`config.mk`:
```
export PLATFORM = sky130hd
export DESIGN_NAME = wb_stage
export DESIGN_NICKNAME = d
export VERILOG_FILES = /design/src/rtl/wb_stage.sv
export SDC_FILE = /design/constraint.sdc
export NUM_CORES = 1
export LEC_CHECK = 0
export CELL_PAD_IN_SITES_DETAIL_PLACEMENT = 0
export CELL_PAD_IN_SITES_GLOBAL_PLACEMENT = 2
export CORE_UTILIZATION = 34
export CTS_BUF_LIST = sky130_fd_sc_hd__clkbuf_16
export CTS_CLUSTER_DIAMETER = 120
export DETAILED_ROUTE_END_ITERATION = 10
export PLACE_DENSITY_LB_ADDON = 0.1
export SLEW_MARGIN = 40
export SYNTH_ARGS = -nofsm -noshare
export SYNTH_HDL_FRONTEND = slang
export SYNTH_SLANG_ARGS = --single-unit
```
`constraint.sdc`:
```
create_clock -name i_clk -period 15 [get_ports i_clk]
set_input_delay 3 -clock i_clk [delete_from_list [all_inputs] [get_ports i_clk]]
set_output_delay 3 -clock i_clk [all_outputs]
set_load 0.01 [all_outputs]
```
`src/rtl/wb_stage.sv`:
```
// Write-back pipeline stage: captures the MEM-stage instruction, formats loads,
// selects the write-back result and counts retired instructions.
module wb_stage #(
   parameter int  XLEN    = 32,
   parameter int  NUM_SRC = 4,
   parameter int  CNT_W   = 32,
   localparam int SEL_W   = (NUM_SRC > 1) ? $clog2(NUM_SRC) : 1
) (
   input  logic             i_clk,
   input  logic             i_reset,
   input  logic             i_valid_M,
   input  logic             i_stall_W,
   input  logic             i_flush_W,
   input  logic [4:0]       i_rd_addr_M,
   input  logic             i_rd_wren_M,
   input  logic [SEL_W-1:0] i_wb_sel_M,
   input  logic [XLEN-1:0]  i_alu_data_M,
   input  logic [XLEN-1:0]  i_ld_data_M,
   input  logic [XLEN-1:0]  i_pc_4_M,
   input  logic [XLEN-1:0]  i_csr_data_M,
   input  logic [2:0]       i_ld_funct3_M,
   input  logic [1:0]       i_ld_addr_lo_M,
   output logic [XLEN-1:0]  o_result_W,
   output logic [4:0]       o_rd_addr_W,
   output logic             o_rd_wren_W,
   output logic             o_valid_W,
   output logic             o_ld_misalign_W,
   output logic [CNT_W-1:0] o_retire_cnt
);

   localparam int SRC_ALU = 0;
   localparam int SRC_LD  = 1;
   localparam int SRC_PC4 = 2;
   localparam int SRC_CSR = 3;

   localparam logic [2:0] F3_LB  = 3'b000;
   localparam logic [2:0] F3_LH  = 3'b001;
   localparam logic [2:0] F3_LW  = 3'b010;
   localparam logic [2:0] F3_LBU = 3'b100;
   localparam logic [2:0] F3_LHU = 3'b101;

   typedef struct packed {
      logic             valid;
      logic [4:0]       rd_addr;
      logic             rd_wren;
      logic [SEL_W-1:0] wb_sel;
      logic [XLEN-1:0]  alu;
      logic [XLEN-1:0]  ld;
      logic [XLEN-1:0]  pc_4;
      logic [XLEN-1:0]  csr;
      logic [2:0]       ld_funct3;
      logic [1:0]       ld_addr_lo;
   } w_reg_t;

   w_reg_t           w_q, w_d;
   logic [CNT_W-1:0] retire_cnt_q, retire_cnt_d;

   logic [7:0]       ld_byte;
   logic [15:0]      ld_half;
   logic [XLEN-1:0]  ld_fmt;
   logic [XLEN-1:0]  result;
   logic             is_half, is_word, misalign;

   // Flush only kills the valid bit; the payload follows the normal stall rule.
   always_comb begin
      // NOTE: every always_comb output gets a default first so no latch is inferred.
      w_d = w_q;
      if (!i_stall_W) begin
         w_d.valid      = i_valid_M;
         w_d.rd_addr    = i_rd_addr_M;
         w_d.rd_wren    = i_rd_wren_M;
         w_d.wb_sel     = i_wb_sel_M;
         w_d.alu        = i_alu_data_M;
         w_d.ld         = i_ld_data_M;
         w_d.pc_4       = i_pc_4_M;
         w_d.csr        = i_csr_data_M;
         w_d.ld_funct3  = i_ld_funct3_M;
         w_d.ld_addr_lo = i_ld_addr_lo_M;
      end
      if (i_flush_W) begin
         w_d.valid = 1'b0;
      end
   end

   always_comb begin
      retire_cnt_d = retire_cnt_q;
      if (w_q.valid && !i_stall_W && !i_flush_W) begin
         retire_cnt_d = retire_cnt_q + CNT_W'(1);
      end
   end

   always_ff @(posedge i_clk or posedge i_reset) begin
      // NOTE: sequential state uses non-blocking assignments only.
      if (i_reset) begin
         w_q          <= '0;
         retire_cnt_q <= '0;
      end else begin
         w_q          <= w_d;
         retire_cnt_q <= retire_cnt_d;
      end
   end

   always_comb begin
      ld_byte = w_q.ld[{w_q.ld_addr_lo, 3'b000} +: 8];
      ld_half = w_q.ld[{w_q.ld_addr_lo[1], 4'b0000} +: 16];
      case (w_q.ld_funct3)
         F3_LB:   ld_fmt = {{(XLEN-8){ld_byte[7]}}, ld_byte};
         F3_LH:   ld_fmt = {{(XLEN-16){ld_half[15]}}, ld_half};
         F3_LBU:  ld_fmt = {{(XLEN-8){1'b0}}, ld_byte};
         F3_LHU:  ld_fmt = {{(XLEN-16){1'b0}}, ld_half};
         default: ld_fmt = w_q.ld;
      endcase
   end

   always_comb begin
      result = '0;
      if (int'(w_q.wb_sel) < NUM_SRC) begin
         case (int'(w_q.wb_sel))
            SRC_ALU: result = w_q.alu;
            SRC_LD:  result = ld_fmt;
            SRC_PC4: result = w_q.pc_4;
            SRC_CSR: result = w_q.csr;
            default: result = '0;
         endcase
      end
   end

   always_comb begin
      is_half  = (w_q.ld_funct3 == F3_LH) || (w_q.ld_funct3 == F3_LHU);
      is_word  = (w_q.ld_funct3 == F3_LW);
      misalign = w_q.valid && (int'(w_q.wb_sel) == SRC_LD) &&
                 ((is_half && w_q.ld_addr_lo[0]) || (is_word && (w_q.ld_addr_lo != 2'b00)));
   end

   assign o_result_W      = result;
   assign o_rd_addr_W     = w_q.rd_addr;
   assign o_rd_wren_W     = w_q.valid && w_q.rd_wren && (w_q.rd_addr != 5'd0) && !misalign;
   assign o_valid_W       = w_q.valid;
   assign o_ld_misalign_W = misalign;
   assign o_retire_cnt    = retire_cnt_q;

endmodule

```
# == After elaboration in Yosys (flattened, before gate mapping) ==
# Index checks and enable logic that the tools add are counted.
# word_totals
regBits,174
elab_cells,45
output_inout_bits,72
# op_classes
add_sub_neg,1
reduce_logical,18
muxes,4
n_eq_ne,9
shift,2
# ops
op,count
32-bit case mux with 4 select lines,2
142-bit two-way mux,1
32-bit by 1-bit adder with 32-bit output (second input constant),1
32-bit by 6-bit indexed part select with 16-bit output,1
32-bit by 6-bit indexed part select with 8-bit output,1
1-bit logical AND,9
2-bit == test (second input constant),3
3-bit == test (second input constant),2
5-bit nonzero test,1
3-bit by 1-bit == test with 1-bit output (second input constant),1
3-bit by 2-bit == test with 1-bit output (second input constant),1
1-bit logical NOT,3
3-bit logical NOT,1
2-bit by 1-bit == test with 1-bit output (second input constant),1
2-bit logical NOT,1
1-bit logical OR,2
2-bit by 1-bit inequality test with 1-bit output (second input constant),1
2-bit nonzero test,1
1-bit two-way mux,1

# == Logic depth before layout (Yosys ltp) ==
# Gate-level depths: netlist of run 1.
# depth
ltp_word,7
depth_mapped,6
ltp_nobuf,5

# == Worst setup path after synthesis of run 1 ==
# No wires, ideal clock.
# synth_timing
path_kind,flip-flop to output port
from,register w_q[2] (netlist name)
to,output port o_result_W[10]
arrival_ns,1.530
t_required_ns,12.000
setup_slack_ns,10.470
n_path_buf,1
path_stages_with_launch,6
cell_sequence,dfrtp_1 -> buf_2 -> nor2b_1 -> or2_1 -> a2111oi_0 -> o22a_1
# synth_via
elab_chain_cells,3
elab_cells_between_ends,6
cone_classes,eq/ne: 3; mux: 2; reduce/logical: 1
# synth_lines
element,line,source
"start, declared",55,"w_reg_t w_q, w_d;"
"start signal, assigned",98,w_q <= w_d;
"3-bit == test, or another cell as far along",106,case (w_q.ld_funct3)
32-bit case mux with 4 select lines (*),106,
32-bit case mux with 4 select lines (*),118,case (int'(w_q.wb_sel))
"end, declared",23,"output logic [XLEN-1:0] o_result_W,"
# Every way passes the cells marked *; elsewhere a longest branch is shown, timed or not.

# == Final worst setup path of run 1 ==
# layout_timing
from,register w_q[1] (netlist name)
to,output port o_result_W[11]
# layout_via
elab_chain_cells,3
elab_cells_between_ends,4
cone_classes,shift: 2; mux: 2
# layout_lines
element,line
32-bit by 6-bit indexed part select with 16-bit output / 32-bit by 6-bit indexed part select with 8-bit output (equally long branches),"105, 104"
32-bit case mux with 4 select lines (*),106
32-bit case mux with 4 select lines (*),118
# Marks and branches as above.

==> results.toml, run 1 <==
[setup_path]
rr_worst_depth = 4
critical_path_required_ns = 12.00
critPathMaxFanout = 19
reg2reg_to = "o_retire_cnt[31]$_DFFE_PP0P_"
critPathKind = "reg2out"
startpoint_type = "flop"
timing.rr.start = "o_valid_W$_DFFE_PP0P_"
crit_arrival_ns = 3.16
end_kind = "output port"
r2r_slack_ns = 13.07

[logic_synthesis]
yosysUniqueCellTypes = 50
synth_flop_cell = "dfrtp_1"
synth_top_area_frac = 0.5285
synthesis.instances = 692
ys_seq_area_frac = 0.5285
syn-mean-instance-area_um2 = 11.91
synth_edf_count = 0
yosysWarningCount = 0
synth_area_um2 = 8239
async_flop_share = 1.000
syn_nets = 839
synth_top_cell_by_area = "dfrtp_1"
ys_ff_latch = 174
synth.area.top_cells = "dfrtp_1 53%, mux2_2 20%, xnor2_1 2.9%"

[floorplanning]
pin_count = 218
dieWidth_um = 157.7
die_h_um = 157.7
dieArea_um2 = 24860
initial_utilization = 0.3489
rows = 56
core_um2 = 23610

[power]
power.leakage_nw = 4.518
peakVddDrop_v = 0.00005274
powerDensity_nw_per_um2 = 109.0

[sta]
finalHoldViolCount = 0
period_share = 0.4109
report.final.slew_viol_count = 0
fin_skew_ns = 0.01265
worst_pin_slew_ns = 0.8165
max_freq_ghz = 0.1622
post-route-min-period_ns = 6.164
grt_setup_unrepaired = "false"
setup_violations = 0
maxSlewHeadroom = 0.4557
fin_setup_tns_ns = 0

[detailed_routing]
drt_first_pass_iters = 4
wl_per_cell_um = 19.48
drtIter0Drc = 231
avgViaCountPerCell = 5.053
ant_nets = 0
route.layer.met1.wl_mm = 11.25
num_vias = 6159
drt-total-wl_mm = 23.74
wl_met3_mm = 1.402
highest_layer = "met5"
wl_met2_mm = 10.89
drc_errors = 0

[outcome]
status = "complete, no violations"

[clock_network]
cts_setup_buffers = 0
clock_latency_ns = 0.43
cts_resized = 0
cts_tree = "yes"
cts_buffer_depth = 2
cts_hold_buf = 0
cts.clk_slew.worst_paths_ns = 0.07
cts_made_buffers = 17
h-tree-depth = 4
clock_tree.root_cell = "clkbuf_16"
cts_sinks = 174

[layout]
design_area_um2 = 11230
layout_commonest_cell = "clkdlybuf4s50_1"
final_cell_mix = "216 x clkdlybuf4s50_1, 173 x dfrtp_1, 148 x mux2_2"
layout.nets = 1033
drive_above_1_share = 0.2171
area_growth_pct = 36.25

[worst_hold_path]
min_path_type = "reg2reg"
hold_start = "o_retire_cnt[31]$_DFFE_PP0P_"
holdPathStages = 1
holdPathEnd = "o_retire_cnt[31]$_DFFE_PP0P_"

[placement]
port_buffers = 217
dpl_cell_area_um2 = 10650
gp_congestion = 0.8062
hpwl_mm = 16.93

[job]
cap_violations = 0

[global_routing]
grt_max_degree = 96
grt_pass1_vias = 6471
grt_pass1_wl_mm = 36.54
grt-ovfl-total = 0
antenna_found_initial = 2
gr-usage-all-layers = 0.1969
-- cells in the mapped netlist (all sizes together) (3+ instances only) --
cell type / number
dfrtp: 174
xor2: 4
a21oi: 17
mux2: 148
and4: 3
nor3: 4
a211oi: 7
and3: 4
nand2b: 3
nor2b: 4
buf: 22
nand2: 57
xnor2: 27
o21ai: 34
o221ai: 16
nand3: 14
nand4: 17
nor4: 5
a2111oi: 6
clkbuf: 26
o22a: 13
o32ai: 7
inv: 19
mux2i: 7
nor2: 31
-- layer usage --
layer | GRT usage | up-vias
li1 | - | 2883
met5 | 0 | -
met2 | 0.3084 | 174
met3 | 0.05283 | 17
met1 | 0.2698 | 3083
met4 | 0.04669 | 2
-- critical path: stages, from the launching register on --
cell and delay, ns:
dfrtp_1 0.81, nor2b_1 0.15, or2_1 0.33, a2111oi_0 0.68
o22a_1 0.22, clkdlybuf4s50_1 0.54
-- per-stage QoR --
stage,setup slack (ns),power (mW),instances,hold WS (ns),utilization
2_1_floorplan,7.283,0.6784,692,0.4739,-
3_3_place_gp,8.970,0.8038,1186,0.4640,0.4507
3_5_place_dp,9.065,0.8096,1186,0.4754,0.4510
4_1_cts,8.596,1.241,1217,0.4968,0.4747
5_1_grt,8.672,1.285,1217,0.5117,0.4752
6_report,8.836,1.224,1219,0.4847,0.4754
-- state kept, by name, indices dropped and copies added, names as in the netlist --
register	count
o_rd_addr_W	5
w_q	136
o_retire_cnt	32
o_valid_W	1
-- final cells by class --
type / instances / area [um^2]
tap: 319 / 399.1
multi-input combinational: 451 / 3602
timing repair buffer: 223 / 2222
sequential: 174 / 4358
clock buffer: 17 / 425.4
inverter: 19 / 78.83
antenna: 2 / 5.005
clock inverter: 14 / 135.1
fill: 2196 / 12390
-- cell families after synthesis --
logic type / share of synthesized area
DFF: 0.5285
muxes: 0.2162
and+or+nand+nor: 0.09400
AOI/OAI and AO/OA: 0.09096
buffers and inverters: 0.03584
xor gates and xnor gates: 0.03295
adders and majority gates: 0.001518
-- worst max path at each step --
| stage | slack, ns | start | depth (start not counted) | to |
|---|---|---|---|---|
| floorplan | 7.28 | i_reset | 1 | o_rd_addr_W[0]$_DFFE_PP0N_ |
| global placement | 8.97 | w_q[133]$_DFFE_PP0N_ | 4 | o_result_W[16] |
| detailed placement | 9.06 | w_q[133]$_DFFE_PP0N_ | 4 | o_result_W[11] |
| CTS | 8.60 | w_q[133]$_DFFE_PP0N_ | 4 | o_result_W[11] |
| global route | 8.67 | w_q[1]$_DFFE_PP0N_ | 5 | o_result_W[11] |
| finish | 8.84 | w_q[1]$_DFFE_PP0N_ | 5 | o_result_W[11] |
-- power breakdown --
part / internal, mW / leakage [nW] / switching [mW] / total (mW)
logic: 0.141 / 2.14 / 0.105 / 0.246
clock network: 0.231 / 0.269 / 0.195 / 0.426
registers: 0.511 / 2.10 / 0.0406 / 0.552
No activity file was read; power rests on OpenSTA's default activity.
==> run 2: changes to the inputs <==
--- a/config.mk
+++ b/config.mk
@@ -7,7 +7,7 @@
 export LEC_CHECK = 0
 export CELL_PAD_IN_SITES_DETAIL_PLACEMENT = 0
 export CELL_PAD_IN_SITES_GLOBAL_PLACEMENT = 2
-export CORE_UTILIZATION = 34
+export CORE_UTILIZATION = 31
 export CTS_BUF_LIST = sky130_fd_sc_hd__clkbuf_16
 export CTS_CLUSTER_DIAMETER = 120
 export DETAILED_ROUTE_END_ITERATION = 10
==> constraint.sdc (replaced) <==
create_clock -name i_clk -period 6.3 [get_ports i_clk]
set_input_delay 1.26 -clock i_clk [delete_from_list [all_inputs] [get_ports i_clk]]
set_output_delay 1.26 -clock i_clk [all_outputs]
set_load 0.01 [all_outputs]
==> results.toml, run 2 (synthesis gave the netlist of run 1 again) <==
[setup_path]
startpoint_type = "flop"
end_kind = "output port"
r2r_slack_ns = 4.39
max_stage_delay_ns = 0.65
reg2reg_to = "o_retire_cnt[31]$_DFFE_PP0P_"
critPathMaxFanout = 24
timing.rr.start = "o_valid_W$_DFFE_PP0P_"
critical_path_required_ns = 5.04
crit_buf_inv = 3
crit_arrival_ns = 3.35
rr_worst_depth = 4
slowest_stage = "nand2b_1"
cp_common_cell = "buf_4"
critPathTopFamily = "buffers and inverters"
cp_cell_sequence = "buf_4 -> nand2b_1 -> buf_4 -> nor2_1 -> a21oi_1 -> o22a_1 -> clkdlybuf4s50_1"
critPathKind = "reg2out"

[detailed_routing]
drc_errors = 0
drt-total-wl_mm = 24.77
num_vias = 6139
drtIter0Drc = 303
drt_first_pass_iters = 4
avgViaCountPerCell = 4.951
wl_per_cell_um = 19.97
ant_nets = 0

[layout]
regMostFlops = "w_q"
drive_above_1_share = 0.2189
layout_commonest_cell = "clkdlybuf4s50_1"
seq_area_um2 = 4355
multi_input_area_um2 = 3602
layout.nets = 1034
area_growth_pct = 36.87
largest_reg_flops = 136
n_fill_cell = 2456
final_cell_mix = "216 x clkdlybuf4s50_1, 173 x dfrtp_1, 148 x mux2_2"

[sta]
period_share = 0.7312
post-route-min-period_ns = 4.606
fin_skew_ns = 0.01088
finalHoldViolCount = 0
max_freq_ghz = 0.2171
maxSlewHeadroom = 0.4590
report.final.slew_viol_count = 0
grt_setup_unrepaired = "false"
fin_setup_tns_ns = 0
worst_pin_slew_ns = 0.8048
setup_violations = 0

[floorplanning]
die_h_um = 165.0
pin_count = 218
rows = 59
dieArea_um2 = 27230
initial_utilization = 0.3162
core_um2 = 26060
dieWidth_um = 165.0

[worst_hold_path]
hold_start = "o_retire_cnt[31]$_DFFE_PP0P_"
min_path_type = "reg2reg"
holdPathEnd = "o_retire_cnt[31]$_DFFE_PP0P_"
holdPathStages = 1

[global_routing]
grt_max_degree = 132
grt_pass1_vias = 6638
antenna_found_initial = 2
grt_pass1_wl_mm = 38.03
gr-usage-all-layers = 0.1867
grt-ovfl-total = 0

[placement]
gp_congestion = 0.7923
port_buffers = 217
hpwl_mm = 17.73

[clock_network]
cts_hold_buf = 0
cts_made_buffers = 17
clock_latency_ns = 0.43
cts_setup_buffers = 0
cts_buffer_depth = 2
cts.clk_slew.worst_paths_ns = 0.07
clock_tree.root_cell = "clkbuf_16"
cts_resized = 0
cts_sinks = 174
cts_tree = "yes"
h-tree-depth = 4

[power]
power.total_mw = 2.959
power.leakage_nw = 4.521
powerDensity_nw_per_um2 = 262.4
peakVddDrop_v = 0.0001239

[outcome]
status = "complete, no violations"

[job]
cap_violations = 0
-- run 2: changes by cell type in the layout (fill, tap and decap cells not counted), sizes merged --
cell / delta
clkinvlp: -1
clkbuf: +1
clkinv: -2
inv: +4
diode: +3
-- run 2: final cells by class --
class / instances / share of cell area
diodes: 5 / 0.001110
clock buffers: 17 / 0.03772
clock inverters: 15 / 0.01331
inverters: 19 / 0.007434
multi-input cells: 451 / 0.3194
flip-flops and latches: 174 / 0.3862
well taps: 335 / 0.03717
repair buffers: 224 / 0.1976
-- run 2: worst max-delay path by stage --
stage	start	endpoint	slack [ns]	cells past startpoint
floorplan	i_reset	o_rd_addr_W[0]$_DFFE_PP0N_	0.32	1
detailed placement	w_q[133]$_DFFE_PP0N_	o_result_W[14]	2.12	7
global route	w_q[133]$_DFFE_PP0N_	o_result_W[11]	1.47	7
CTS	w_q[133]$_DFFE_PP0N_	o_result_W[14]	1.63	7
global placement	w_q[1]$_DFFE_PP0N_	o_result_W[13]	2.02	5
finish	w_q[133]$_DFFE_PP0N_	o_result_W[14]	1.69	7
-- run 2: where the power goes --
group | internal, mW | switching [mW]
Combinational | 0.336 | 0.258
Sequential | 1.22 | 0.0933
Clock | 0.560 | 0.494
Total | 2.11 | 0.846
-- run 2: through the flow --
stage                 util  cells  setup slack [ns]  area [um^2]  hold slack, ns
global route        0.4323   1235             1.466        11260          0.5151
detailed placement  0.4098   1203             2.119        10680          0.4769
CTS                 0.4319   1235             1.629        11250          0.4878
global placement    0.4096   1203             2.019        10670          0.4705
finish              0.4328   1240             1.694        11280          0.4840
floorplan                -    692            0.3232         8239          0.4739
-- run 2: routing by layer --
| layer | vias up | routed length (um) | part of all wire | track usage |
|---|---|---|---|---|
| li1 | 2889 | - | - | - |
| met1 | 3070 | 11510 | 0.46 | 0.2544 |
| met2 | 172 | 11480 | 0.46 | 0.2955 |
| met3 | 8 | 1585 | 0.064 | 0.04696 |
| met4 | 0 | 187 | 0.0076 | 0.04420 |
| met5 | - | 0 | 0 | 0 |
